==> config.mk <==
export PLATFORM = sky130hd
export DESIGN_NAME = adder_sequencer
export DESIGN_NICKNAME = d
export VERILOG_FILES = /design/src/rtl/adder_sequencer_pkg.sv /design/src/rtl/adder_slice.sv /design/src/rtl/adder_sequencer.sv
export SDC_FILE = /design/constraint.sdc
export NUM_CORES = 1
export LEC_CHECK = 0
export CELL_PAD_IN_SITES_DETAIL_PLACEMENT = 1
export CELL_PAD_IN_SITES_GLOBAL_PLACEMENT = 2
export CORE_UTILIZATION = 37
export CTS_BUF_LIST = sky130_fd_sc_hd__clkbuf_4 sky130_fd_sc_hd__clkbuf_8
export CTS_CLUSTER_DIAMETER = 60
export CTS_CLUSTER_SIZE = 8
export DETAILED_ROUTE_END_ITERATION = 10
export PLACE_DENSITY = 0.85
export SYNTH_ARGS = -nofsm -noshare
export SYNTH_HDL_FRONTEND = slang
export SYNTH_SLANG_ARGS = --single-unit
==> constraint.sdc <==
create_clock -name clock -period 9.31 [get_ports clock]
set_input_delay 1.862 -clock clock [delete_from_list [all_inputs] [get_ports clock]]
set_output_delay 1.862 -clock clock [all_outputs]
set_load 0.05 [all_outputs]
==> src/rtl/adder_sequencer_pkg.sv <==
// Shared types and constants for the multi-pass adder sequencer.
// Holds the FSM state enum, default geometry and the slice-index width helper.
package adder_sequencer_pkg;

    typedef enum logic [1:0] {
        IDLE = 2'd0,
        RUN  = 2'd1,
        DONE = 2'd2
    } state_e;

    localparam int DEFAULT_WIDTH = 32;
    localparam int DEFAULT_SLICE = 16;

    // A single-pass build still needs a 1-bit index register.
    function automatic int idxClog2(input int n);
        return (n <= 2) ? 1 : $clog2(n);
    endfunction

endpackage

==> src/rtl/adder_slice.sv <==
// SLICE-bit combinational ripple-carry adder shared by every pass of the sequencer.
// Reports the carry out of the top bit and signed overflow of the slice.
module adder_slice #(
    parameter int SLICE = 16
) (
    input  logic [SLICE-1:0] a,
    input  logic [SLICE-1:0] b,
    input  logic             cin,
    output logic [SLICE-1:0] sum,
    output logic             cout,
    output logic             overflow
);

    logic [SLICE:0] carryChain;

    always_comb begin
        carryChain    = '0;
        carryChain[0] = cin;
        sum           = '0;
        for (int i = 0; i < SLICE; i++) begin
            sum[i]          = a[i] ^ b[i] ^ carryChain[i];
            carryChain[i+1] = (a[i] & b[i]) | (carryChain[i] & (a[i] ^ b[i]));
        end
    end

    assign cout     = carryChain[SLICE];
    assign overflow = carryChain[SLICE] ^ carryChain[SLICE-1];

endmodule

==> src/rtl/adder_sequencer.sv <==
// WIDTH-bit add/subtract built from WIDTH/SLICE passes over one shared adder slice.
// Define ADDSEQ_BACK_TO_BACK_EN to accept a new operation in the same cycle a result retires.
module adder_sequencer
    import adder_sequencer_pkg::*;
#(
    parameter int WIDTH = DEFAULT_WIDTH,
    parameter int SLICE = DEFAULT_SLICE
) (
    input  logic             clock,
    input  logic             reset_n,
    input  logic             in_valid,
    output logic             in_ready,
    input  logic [WIDTH-1:0] op_a,
    input  logic [WIDTH-1:0] op_b,
    input  logic             sub,
    output logic             out_valid,
    input  logic             out_ready,
    output logic [WIDTH-1:0] result,
    output logic             cout,
    output logic             overflow
);

    localparam int N  = WIDTH / SLICE;
    localparam int IW = idxClog2(N);

    state_e            state_q,  state_d;
    logic [IW-1:0]     idx_q,    idx_d;
    logic              carry_q,  carry_d;
    logic [WIDTH-1:0]  opA_q,    opA_d;
    logic [WIDTH-1:0]  opB_q,    opB_d;
    logic [WIDTH-1:0]  result_q, result_d;
    logic              cout_q,   cout_d;
    logic              ovf_q,    ovf_d;

    logic [SLICE-1:0]  sliceA;
    logic [SLICE-1:0]  sliceB;
    logic [SLICE-1:0]  sliceSum;
    logic              sliceCout;
    logic              sliceOvf;
    logic              accept;

    always_comb begin
        sliceA = '0;
        sliceB = '0;
        for (int i = 0; i < N; i++) begin
            if (idx_q == IW'(i)) begin
                sliceA = opA_q[i*SLICE +: SLICE];
                sliceB = opB_q[i*SLICE +: SLICE];
            end
        end
    end

    adder_slice #(
        .SLICE (SLICE)
    ) u_slice (
        .a        (sliceA),
        .b        (sliceB),
        .cin      (carry_q),
        .sum      (sliceSum),
        .cout     (sliceCout),
        .overflow (sliceOvf)
    );

    always_ff @(posedge clock or negedge reset_n) begin
        if (!reset_n) begin
            state_q  <= IDLE;
            idx_q    <= '0;
            carry_q  <= 1'b0;
            opA_q    <= '0;
            opB_q    <= '0;
            result_q <= '0;
            cout_q   <= 1'b0;
            ovf_q    <= 1'b0;
        end else begin
            state_q  <= state_d;
            idx_q    <= idx_d;
            carry_q  <= carry_d;
            opA_q    <= opA_d;
            opB_q    <= opB_d;
            result_q <= result_d;
            cout_q   <= cout_d;
            ovf_q    <= ovf_d;
        end
    end

    assign accept = in_valid && in_ready;

    // Subtraction is folded into the operands at capture: b is inverted and the +1 rides in as carry-in.
    always_comb begin
        state_d  = state_q;
        idx_d    = idx_q;
        carry_d  = carry_q;
        opA_d    = opA_q;
        opB_d    = opB_q;
        result_d = result_q;
        cout_d   = cout_q;
        ovf_d    = ovf_q;
        case (state_q)
            IDLE: begin
                if (accept) begin
                    opA_d   = op_a;
                    opB_d   = sub ? ~op_b : op_b;
                    carry_d = sub;
                    idx_d   = '0;
                    state_d = RUN;
                end
            end
            RUN: begin
                for (int i = 0; i < N; i++) begin
                    if (idx_q == IW'(i)) begin
                        result_d[i*SLICE +: SLICE] = sliceSum;
                    end
                end
                carry_d = sliceCout;
                idx_d   = idx_q + IW'(1);
                if (idx_q == IW'(N - 1)) begin
                    cout_d  = sliceCout;
                    ovf_d   = sliceOvf;
                    state_d = DONE;
                end
            end
            DONE: begin
                if (out_ready) begin
                    state_d = IDLE;
                    if (accept) begin
                        opA_d   = op_a;
                        opB_d   = sub ? ~op_b : op_b;
                        carry_d = sub;
                        idx_d   = '0;
                        state_d = RUN;
                    end
                end
            end
            default: state_d = IDLE;
        endcase
    end

    always_comb begin
        in_ready  = 1'b0;
        out_valid = 1'b0;
        case (state_q)
            IDLE: in_ready = 1'b1;
            DONE: begin
                out_valid = 1'b1;
`ifdef ADDSEQ_BACK_TO_BACK_EN
                in_ready  = out_ready;
`else
                in_ready  = 1'b0;
`endif
            end
            default: begin
                in_ready  = 1'b0;
                out_valid = 1'b0;
            end
        endcase
    end

    assign result   = result_q;
    assign cout     = cout_q;
    assign overflow = ovf_q;

endmodule

[Yosys cells after proc, flatten, opt, wreduce, memory -nomap -nowiden]
Cells that the tools add are included.
Operators by class
  add/subtract/negate cells: 1
  equal/unequal tests: 5
  muxes and demuxes: 22
  bitwise gates (word level): 83
  reductions and logical operators: 9
Operator list (count)
  two-way mux 32 bit: 5
  case mux 32 bit (2 select lines): 2
  bitwise XOR 1 bit: 33
  bitwise AND 1 bit: 32
  two-way mux 16 bit: 2
  inverter 32 bit: 1
  OR 1 bit: 16
  AND reduction 2 bit: 4
  two-way mux 1 bit: 7
  two-way mux 2 bit: 3
  inequality test 2 bit (second input constant): 3
  case mux 1 bit (3 select lines): 2
  case mux 2 bit (3 select lines): 1
  AND reduction 3 bit: 1
  nonzero test 3 bit: 1
  == test 2 x 1 -> 1 bit (second input constant): 1
  == test 2 bit (second input constant): 1
  zero test 2 bit: 1
  nonzero test 2 bit: 1
  adder 1 bit (second input constant): 1
  logical AND 1 bit: 1
  inverter 1 bit: 1
Word-level totals
  register bits after elaboration: 102
  bits of input ports: 69
  output and inout bits: 36
  logic and storage cells: 129

[Logic depth before layout (Yosys ltp)]
Gate-level depths: netlist (run 1).
  depth in word-level cells: 35
  gate-level depth with buffers: 24
  depth with buffers taken out: 22

[Modules after synthesis]
From an unflattened synthesis (run 1), not the netlist that was laid out.
Unflattened totals
  cell total of the unflattened synthesis: 364
  area, all modules: 4880.9 um^2
By module, submodules not included
  adder_sequencer: times used 1, cells each 337, area an instance 4514.3 um^2, sequential area each 2552.4 um^2
  adder_slice: times used 1, cells each 27, area an instance 366.6 um^2, sequential area each 0.0 um^2

[Least setup slack after synthesis (run 1)]
No wires, ideal clock.
  path type: register to register
  start point: reg idx_q
  end point: reg ovf_q, in the netlist overflow
  setup time: 0.125 ns
  arrival time: 7.194 ns
  data required time: 9.185 ns
  setup slack: 1.991 ns
  cell stages (with the launch flop): 25
  buffers on the path: 2
  period minus slack after synthesis: 7.319 ns
  cells stage by stage: dfrtp_1 buf_6 buf_2 mux2_2 fa_1 inv_1 fa_1 inv_1 fa_1 fa_1 fa_1 fa_1 fa_1 fa_1 fa_1 fa_1 fa_1 fa_1 fa_1 fa_1 fa_1 inv_1 fa_1 xnor2_1 mux2_2
Between the ends
  cells in the longest elaborated chain, start to end: 35
  elaborated cells on any way between the ends: 68
  classes of those cells: mux (2); bitwise (65); reduce/logical (1)
Ends and longest elaborated chain
  start: declaration: line adder_sequencer.sv:27  | logic [IW-1:0] idx_q, idx_d;
  start signal: assignment: line adder_sequencer.sv:76  | idx_q <= idx_d;
  two-way mux 16 bit: line adder_sequencer.sv:46  | if (idx_q == IW'(i)) begin
  bitwise XOR 1 bit: line adder_slice.sv:22  | carryChain[i+1] = (a[i] & b[i]) | (carryChain[i] & (a[i] ^ b[i]));
  bitwise AND 1 bit: line adder_slice.sv:22
  OR 1 bit: line adder_slice.sv:22
  bitwise AND 1 bit: line adder_slice.sv:22
  OR 1 bit: line adder_slice.sv:22
  bitwise AND 1 bit: line adder_slice.sv:22
  OR 1 bit: line adder_slice.sv:22
  (+19 left out)
  OR 1 bit: line adder_slice.sv:22
  bitwise AND 1 bit: line adder_slice.sv:22
  OR 1 bit: line adder_slice.sv:22
  bitwise AND 1 bit: line adder_slice.sv:22
  OR 1 bit: line adder_slice.sv:22
  bitwise AND 1 bit: line adder_slice.sv:22
  OR 1 bit: line adder_slice.sv:22
  bitwise XOR 1 bit: line adder_slice.sv:27  | assign overflow = carryChain[SLICE] ^ carryChain[SLICE-1];
  end signal: assignment: line adder_sequencer.sv:82  | ovf_q <= ovf_d;
  end: declaration: line adder_sequencer.sv:33  | logic ovf_q, ovf_d;
Parallel ways exist; a longest one is shown, timed or not.
A chain may end at the register's enable or synchronous reset.

[Worst setup path after layout (run 1)]
Same ends and word-level chain as after synthesis.

==> results of run 1 <==
[cells in the mapped netlist (all sizes together)]
cell      n
inv      10
nor4b     1
o21bai    1
nand2b    2
mux2i     9
mux2    121
nor3b     2
a221oi    1
dfrtp   102
or2b      1
o21ai     1
nor2b     1
a21o      1
nand3b    1
buf      20
xnor2     1
nor2      1
a21oi     1
xor2     32
fa       16
[critical path, delay by kind of cell (launching register included)]
kind / cells / cell delay (ns)
adders and majority gates: 15 / 5.67
muxes: 2 / 0.59
DFF: 1 / 0.40
xor gates and xnor gates: 1 / 0.08
buffers and inverters: 3 / 0.58
[final cells by class]
type	count	area, um^2
Clock buffer	9	124
Inverter	10	37.5
Sequential cell	102	2550
Timing Repair Buffer	110	1080
Tap cell	172	215
Multi-Input combinational cell	193	2210
Clock inverter	7	96.3
Fill cell	1272	6560
[layer usage]
metal / share of wire / track usage / vias up / routed length (um)
li1: - / - / 1304 / -
met1: 0.46 / 0.216 / 1461 / 4790
met2: 0.49 / 0.273 / 68 / 5180
met3: 0.040 / 0.0480 / 6 / 419
met4: 0.0089 / 0.0409 / 0 / 93
met5: 0 / 0 / - / 0
[path summary, 6_finish.rpt]
kind,slack (ns),from,to,cells after the start
worst min-delay path,0.51,opA_q[9]$_DFFE_PN0P_,opA_q[9]$_DFFE_PN0P_,1
max in group asynchronous,6.67,reset_n,idx_q$_DFFE_PN0P_,2
worst max-delay path,1.89,idx_q$_DFFE_PN0P_,overflow$_DFFE_PN0P_,21
min in group asynchronous,1.49,reset_n,opA_q[30]$_DFFE_PN0P_,1
worst max register to register,1.89,idx_q$_DFFE_PN0P_,overflow$_DFFE_PN0P_,21
worst min register to register,0.51,opA_q[9]$_DFFE_PN0P_,opA_q[9]$_DFFE_PN0P_,1
[cell families (layout without fill, tap and decap cells)]
| logic type | after synthesis | count (layout) | synth area share |
|---|---|---|---|
| compound gates | 5 | 5 | 0.00680 |
| xor+xnor | 33 | 33 | 0.0581 |
| flops | 102 | 102 | 0.513 |
| fa+ha+maj | 16 | 16 | 0.0644 |
| mux | 130 | 130 | 0.298 |
| simple gates | 9 | 9 | 0.0156 |
| buf+inv | 30 | 136 | 0.0433 |
[report_power, final]
| part | internal, mW | total [mW] | leakage, nW | switching, mW |
|---|---|---|---|---|
| Sequential | 0.681 | 0.812 | 1.20 | 0.131 |
| Clock | 0.153 | 0.310 | 0.114 | 0.157 |
| Combinational | 0.760 | 1.55 | 1.34 | 0.787 |
| Total | 1.59 | 2.67 | 2.65 | 1.08 |
[metrics by stage]
stage / cells / hold WS [ns] / util / instance area, um^2
2_1_floorplan: 325 / 0.475 / - / 4970
3_3_place_gp: 587 / 0.485 / 0.473 / 6090
3_5_place_dp: 587 / 0.492 / 0.473 / 6090
4_1_cts: 603 / 0.514 / 0.490 / 6310
5_1_grt: 603 / 0.529 / 0.490 / 6310
6_report: 603 / 0.508 / 0.490 / 6310
[flip-flops by register name, indices dropped and copies added (netlist names)]
| signal | cells |
|---|---|
| opA_q | 32 |
| opB_q | 32 |
| result | 32 |
| state_q | 2 |
| carry_q | 1 |
| cout | 1 |
| idx_q | 1 |
| overflow | 1 |
==> results.py, run 1 <==
metrics = {
    "outcome": {
        "outcome": "finished clean",
    },
    "die": {
        "rows": 41,
        "dieArea_mm2": 0.0139,
        "die_width_um": 118,
        "ios": 105,
        "fp.dieH_um": 118,
        "start_util": 0.386,
        "core_region_area_mm2": 0.0129,
    },
    "final_layout": {
        "drive_gt1_frac": 0.343,
        "n_antenna_cell": 0,
        "nets": 511,
        "syn2layout_area_growth_pct": 27.0,
        "layout_common_cells": "113 x mux2_2, 102 x clkdlybuf4s50_1, 101 x dfrtp_1, 32 x xor2_1, 16 x fa_1",
        "final_common_cell": "mux2_2",
    },
    "global_route": {
        "antenna_found_initial": 0,
        "grt_start_max_net_pins": 55,
        "grtUsageTotal": 0.167,
        "grt_overflow": 0,
        "grt_pass1_vias": 3274,
        "grt_pass1_wl_mm": 17.7,
    },
    "setup_path": {
        "cpMostUsedCell": "fa_1",
        "crit_path_top_delay_cell": "buf_4",
        "start_kind": "flop",
        "crit_fanout": 34,
        "cp.arrival_ns": 7.69,
        "crit_chain": "buf_4 > mux2i_1 > fa_1 > inv_1 > fa_1 > fa_1 > fa_1 > fa_1 > fa_1 > fa_1 > fa_1 > fa_1 > fa_1 > fa_1 > fa_1 > fa_1 > fa_1 > inv_1 > fa_1 > xnor2_1 > mux2_2",
        "crit_required_ns": 9.58,
        "cp-end-kind": "flop",
        "cpPeakStageDelay_ns": 0.44,
        "critPathKind": "flop to flop",
    },
    "yosys": {
        "post-synth-top-area-cell": "dfrtp_1",
        "ys_top_cells_by_area": "dfrtp_1 51%, mux2_2 26%, fa_1 6.4%, xor2_1 5.6%, mux2_4 2.4%",
        "syn_area_mm2": 0.00497,
        "synth_cells": 325,
        "netlist.area_leader.share": 0.513,
        "avgSynthCellArea_um2": 15.3,
        "ys_ff_latch": 102,
        "synth_warnings": 0,
        "synth.net_count": 410,
        "ys_seq_area_frac": 0.513,
        "ys_types": 25,
    },
    "timing": {
        "setup_tns_ns": 0,
        "finClkSkew_ns": 0.0121,
        "period_share": 0.797,
        "layout_setup_ws_ns": 1.89,
        "hold_viol_final": 0,
        "tightestPinTransition_ns": 1.03,
        "relSlewSlack": 0.317,
        "slew_violations": 0,
        "max_clock_freq_mhz": 135,
        "rsz0062_at_grt": "false",
        "period_needed_ns": 7.42,
        "setup_violations": 0,
    },
    "route": {
        "viasPerCell": 4.71,
        "wl_mm": 10.5,
        "initialDrtViolationCount": 62,
        "num_vias": 2839,
        "wl_per_cell_um": 17.4,
        "antenna_left": 0,
        "drcViolationCount": 0,
        "firstDrtPassIters": 4,
    },
    "placed_design": {
        "dpl.hpwl_mm": 7.43,
        "gp_congestion": 0.704,
        "dp_slack_ns": 1.86,
        "port_buffers": 104,
    },
    "cts": {
        "root_buffer": "clkbuf_8",
        "cts_tree": "done",
        "clkTransAtPathRegs_ns": 0.10,
        "clockBufferDepth": 2,
        "clock_sinks": 102,
        "cts_made_buffers": 9,
        "ctsHtreeMaxLevel": 3,
        "cts_setup_buffers": 0,
        "cts.repair.resized": 0,
        "postCtsHoldBufs": 0,
        "clkLatencyLatePin_ns": 0.38,
    },
    "power_and_ir_drop": {
        "powerDensity_mw_per_mm2": 423,
        "leakage_nw": 2.65,
        "ir_worst_vdd_mv": 0.117,
        "power_mw": 2.67,
    },
    "worst_hold_path": {
        "hold_class": "flop to flop",
    },
    "run": {
        "max_cap_violations": 0,
    },
}
(Power assumes the default switching activity.)
==> run 2: changes to the inputs <==
- clock period: 9.31 -> 7.8 ns (I/O delays scaled with it)
==> run 2 against run 1 <==
Cell count shrank 0.17%. Flip-flop and latch count unchanged. Combinational power rose by 20%.
==> results.py, run 2 (synthesized netlist as in run 1, its figures left out) <==
metrics = {
    "final_layout": {
        "n_antenna_cell": 0,
        "final_common_cell": "mux2_2",
        "fin_cells": 602,
        "nets": 510,
        "syn2layout_area_growth_pct": 26.5,
        "multiInputGateArea_mm2": 0.00221,
        "final_util": 0.488,
        "drive_gt1_frac": 0.342,
        "regArea_mm2": 0.00255,
        "layout_common_cells": "113 x mux2_2, 102 x clkdlybuf4s50_1, 101 x dfrtp_1, 32 x xor2_1, 16 x fa_1",
        "fill_cells": 1281,
        "final_area_mm2": 0.00629,
    },
    "setup_path": {
        "cpPeakStageDelay_ns": 0.43,
        "crit_chain": "buf_4 > mux2i_1 > fa_1 > inv_1 > fa_1 > fa_1 > fa_1 > fa_1 > fa_1 > fa_1 > fa_1 > fa_1 > fa_1 > fa_1 > fa_1 > fa_1 > fa_1 > inv_1 > fa_1 > xnor2_1 > mux2_2",
        "cpMostUsedCell": "fa_1",
        "worstReg2RegEnd": "overflow$_DFFE_PN0P_",
        "worstReg2RegStart": "idx_q$_DFFE_PN0P_",
        "reg2reg_depth": 21,
        "reg2reg_slack_ns": 0.40,
        "crit_required_ns": 8.07,
        "cp.arrival_ns": 7.67,
        "critPathKind": "flop to flop",
        "crit_fanout": 34,
        "crit_family": "adder cells",
        "critPathBufInv": 3,
        "crit_path_top_delay_cell": "buf_4",
        "start_kind": "flop",
        "cp-end-kind": "flop",
    },
    "timing": {
        "period_needed_ns": 7.40,
        "setup_tns_ns": 0,
        "period_share": 0.949,
        "hold_viol_final": 0,
        "slew_violations": 0,
        "rsz0062_at_grt": "false",
        "finClkSkew_ns": 0.0114,
        "setup_violations": 0,
        "max_clock_freq_mhz": 135,
        "relSlewSlack": 0.345,
        "tightestPinTransition_ns": 0.982,
    },
    "die": {
        "fp.dieH_um": 118,
        "die_width_um": 118,
        "dieArea_mm2": 0.0139,
        "rows": 41,
        "start_util": 0.386,
        "ios": 105,
        "core_region_area_mm2": 0.0129,
    },
    "cts": {
        "root_buffer": "clkbuf_8",
        "cts_setup_buffers": 0,
        "cts_made_buffers": 9,
        "clkLatencyLatePin_ns": 0.37,
        "clock_sinks": 102,
        "clockBufferDepth": 2,
        "ctsHtreeMaxLevel": 3,
        "clkTransAtPathRegs_ns": 0.10,
        "cts_tree": "done",
        "postCtsHoldBufs": 0,
        "cts.repair.resized": 0,
    },
    "run": {
        "max_cap_violations": 0,
    },
    "global_route": {
        "grt_start_max_net_pins": 71,
        "grt_pass1_vias": 3240,
        "antenna_found_initial": 0,
        "grtUsageTotal": 0.164,
        "grt_pass1_wl_mm": 17.4,
        "grt_overflow": 0,
    },
    "placed_design": {
        "dp.cells": 586,
        "dpl.hpwl_mm": 7.37,
        "gp_congestion": 0.720,
        "placed_cell_area_mm2": 0.00609,
        "port_buffers": 104,
    },
    "worst_hold_path": {
        "min_path_cells": 1,
        "hold_class": "flop to flop",
        "hold_path_end": "opB_q[23]$_DFFE_PN0P_",
        "min-delay-start": "opB_q[23]$_DFFE_PN0P_",
    },
    "power_and_ir_drop": {
        "powerDensity_mw_per_mm2": 504,
        "internal_power_mw": 1.88,
        "comb_power_share": 0.588,
        "leakage_nw": 2.63,
        "switching_share": 0.407,
        "power_frac_clock": 0.106,
        "seqPwrFrac": 0.306,
        "ir_worst_vdd_mv": 0.149,
        "switchingPower_mw": 1.29,
    },
    "route": {
        "num_vias": 2822,
        "initialDrtViolationCount": 68,
        "wl_per_cell_um": 17.4,
        "viasPerCell": 4.69,
        "wl_mm": 10.5,
        "antenna_left": 0,
        "firstDrtPassIters": 3,
        "drcViolationCount": 0,
    },
    "outcome": {
        "outcome": "finished clean",
    },
}
==> run 2: changes by cell type in the layout (fill, tap and decap cells not counted), sizes merged <==
cell	previous run	this run
inv	12	10
clkinv	3	4
bufinv	2	1
clkinvlp	0	1
clkbuf	9	10
buf	8	7
==> run 2: area by class of cell <==
cell class                 instances  share of cell area
multi-input combinational        193               0.352
timing repair buffer             109               0.170
tap                              172              0.0342
sequential                       102               0.406
clock buffer                      10              0.0219
clock inverter                     6             0.00975
inverter                          10             0.00597
==> run 2: worst max path at each step <==
stage / startpoint / end / cells after the start
4_1_cts: idx_q$_DFFE_PN0P_ / overflow$_DFFE_PN0P_ / 21
2_1_floorplan: idx_q$_DFFE_PN0P_ / overflow$_DFFE_PN0P_ / 24
3_5_place_dp: idx_q$_DFFE_PN0P_ / overflow$_DFFE_PN0P_ / 21
6_report: idx_q$_DFFE_PN0P_ / overflow$_DFFE_PN0P_ / 21
5_1_grt: idx_q$_DFFE_PN0P_ / overflow$_DFFE_PN0P_ / 21
3_3_place_gp: idx_q$_DFFE_PN0P_ / overflow$_DFFE_PN0P_ / 22
==> run 2: power by group through the flow <==
stage                     logic [mW]  clock network [mW]  registers, mW
after detailed placement        1.90                   0          0.983
after floorplan                 1.09                   0           1.24
final                           1.86               0.337          0.968
after global routing            2.03               0.368           1.01
after CTS                       1.91               0.349          0.973
after global placement          1.81                   0          0.966
==> run 2: layer usage <==
metal / global-route usage / vias up / wire, um
met5: 0 / - / 0
met4: 0.0649 / 0 / 176
met3: 0.0320 / 12 / 395
met2: 0.266 / 66 / 5060
met1: 0.215 / 1435 / 4850
li1: - / 1309 / -
==> run 2: worst reg2reg max path: stages, from the launching register on <==
cell and delay [ns]:
dfrtp_2 0.39, buf_4 0.43, mux2i_1 0.33, fa_1 0.23, inv_1 0.06, fa_1 0.38, fa_1 0.39, fa_1 0.38
fa_1 0.38, fa_1 0.39, fa_1 0.40, fa_1 0.41, fa_1 0.40, fa_1 0.41, fa_1 0.41, fa_1 0.41
fa_1 0.42, fa_1 0.41, inv_1 0.09, fa_1 0.23, xnor2_1 0.07, mux2_2 0.25
==> run 2: metrics by stage <==
| stage | hold slack [ns] | setup WS (ns) | total power [mW] |
|---|---|---|---|
| floorplan | 0.475 | 0.481 | 2.33 |
| global placement | 0.485 | 0.460 | 2.78 |
| detailed placement | 0.492 | 0.342 | 2.88 |
| CTS | 0.513 | 0.275 | 3.23 |
| global route | 0.527 | 0.0370 | 3.40 |
| finish | 0.509 | 0.401 | 3.17 |
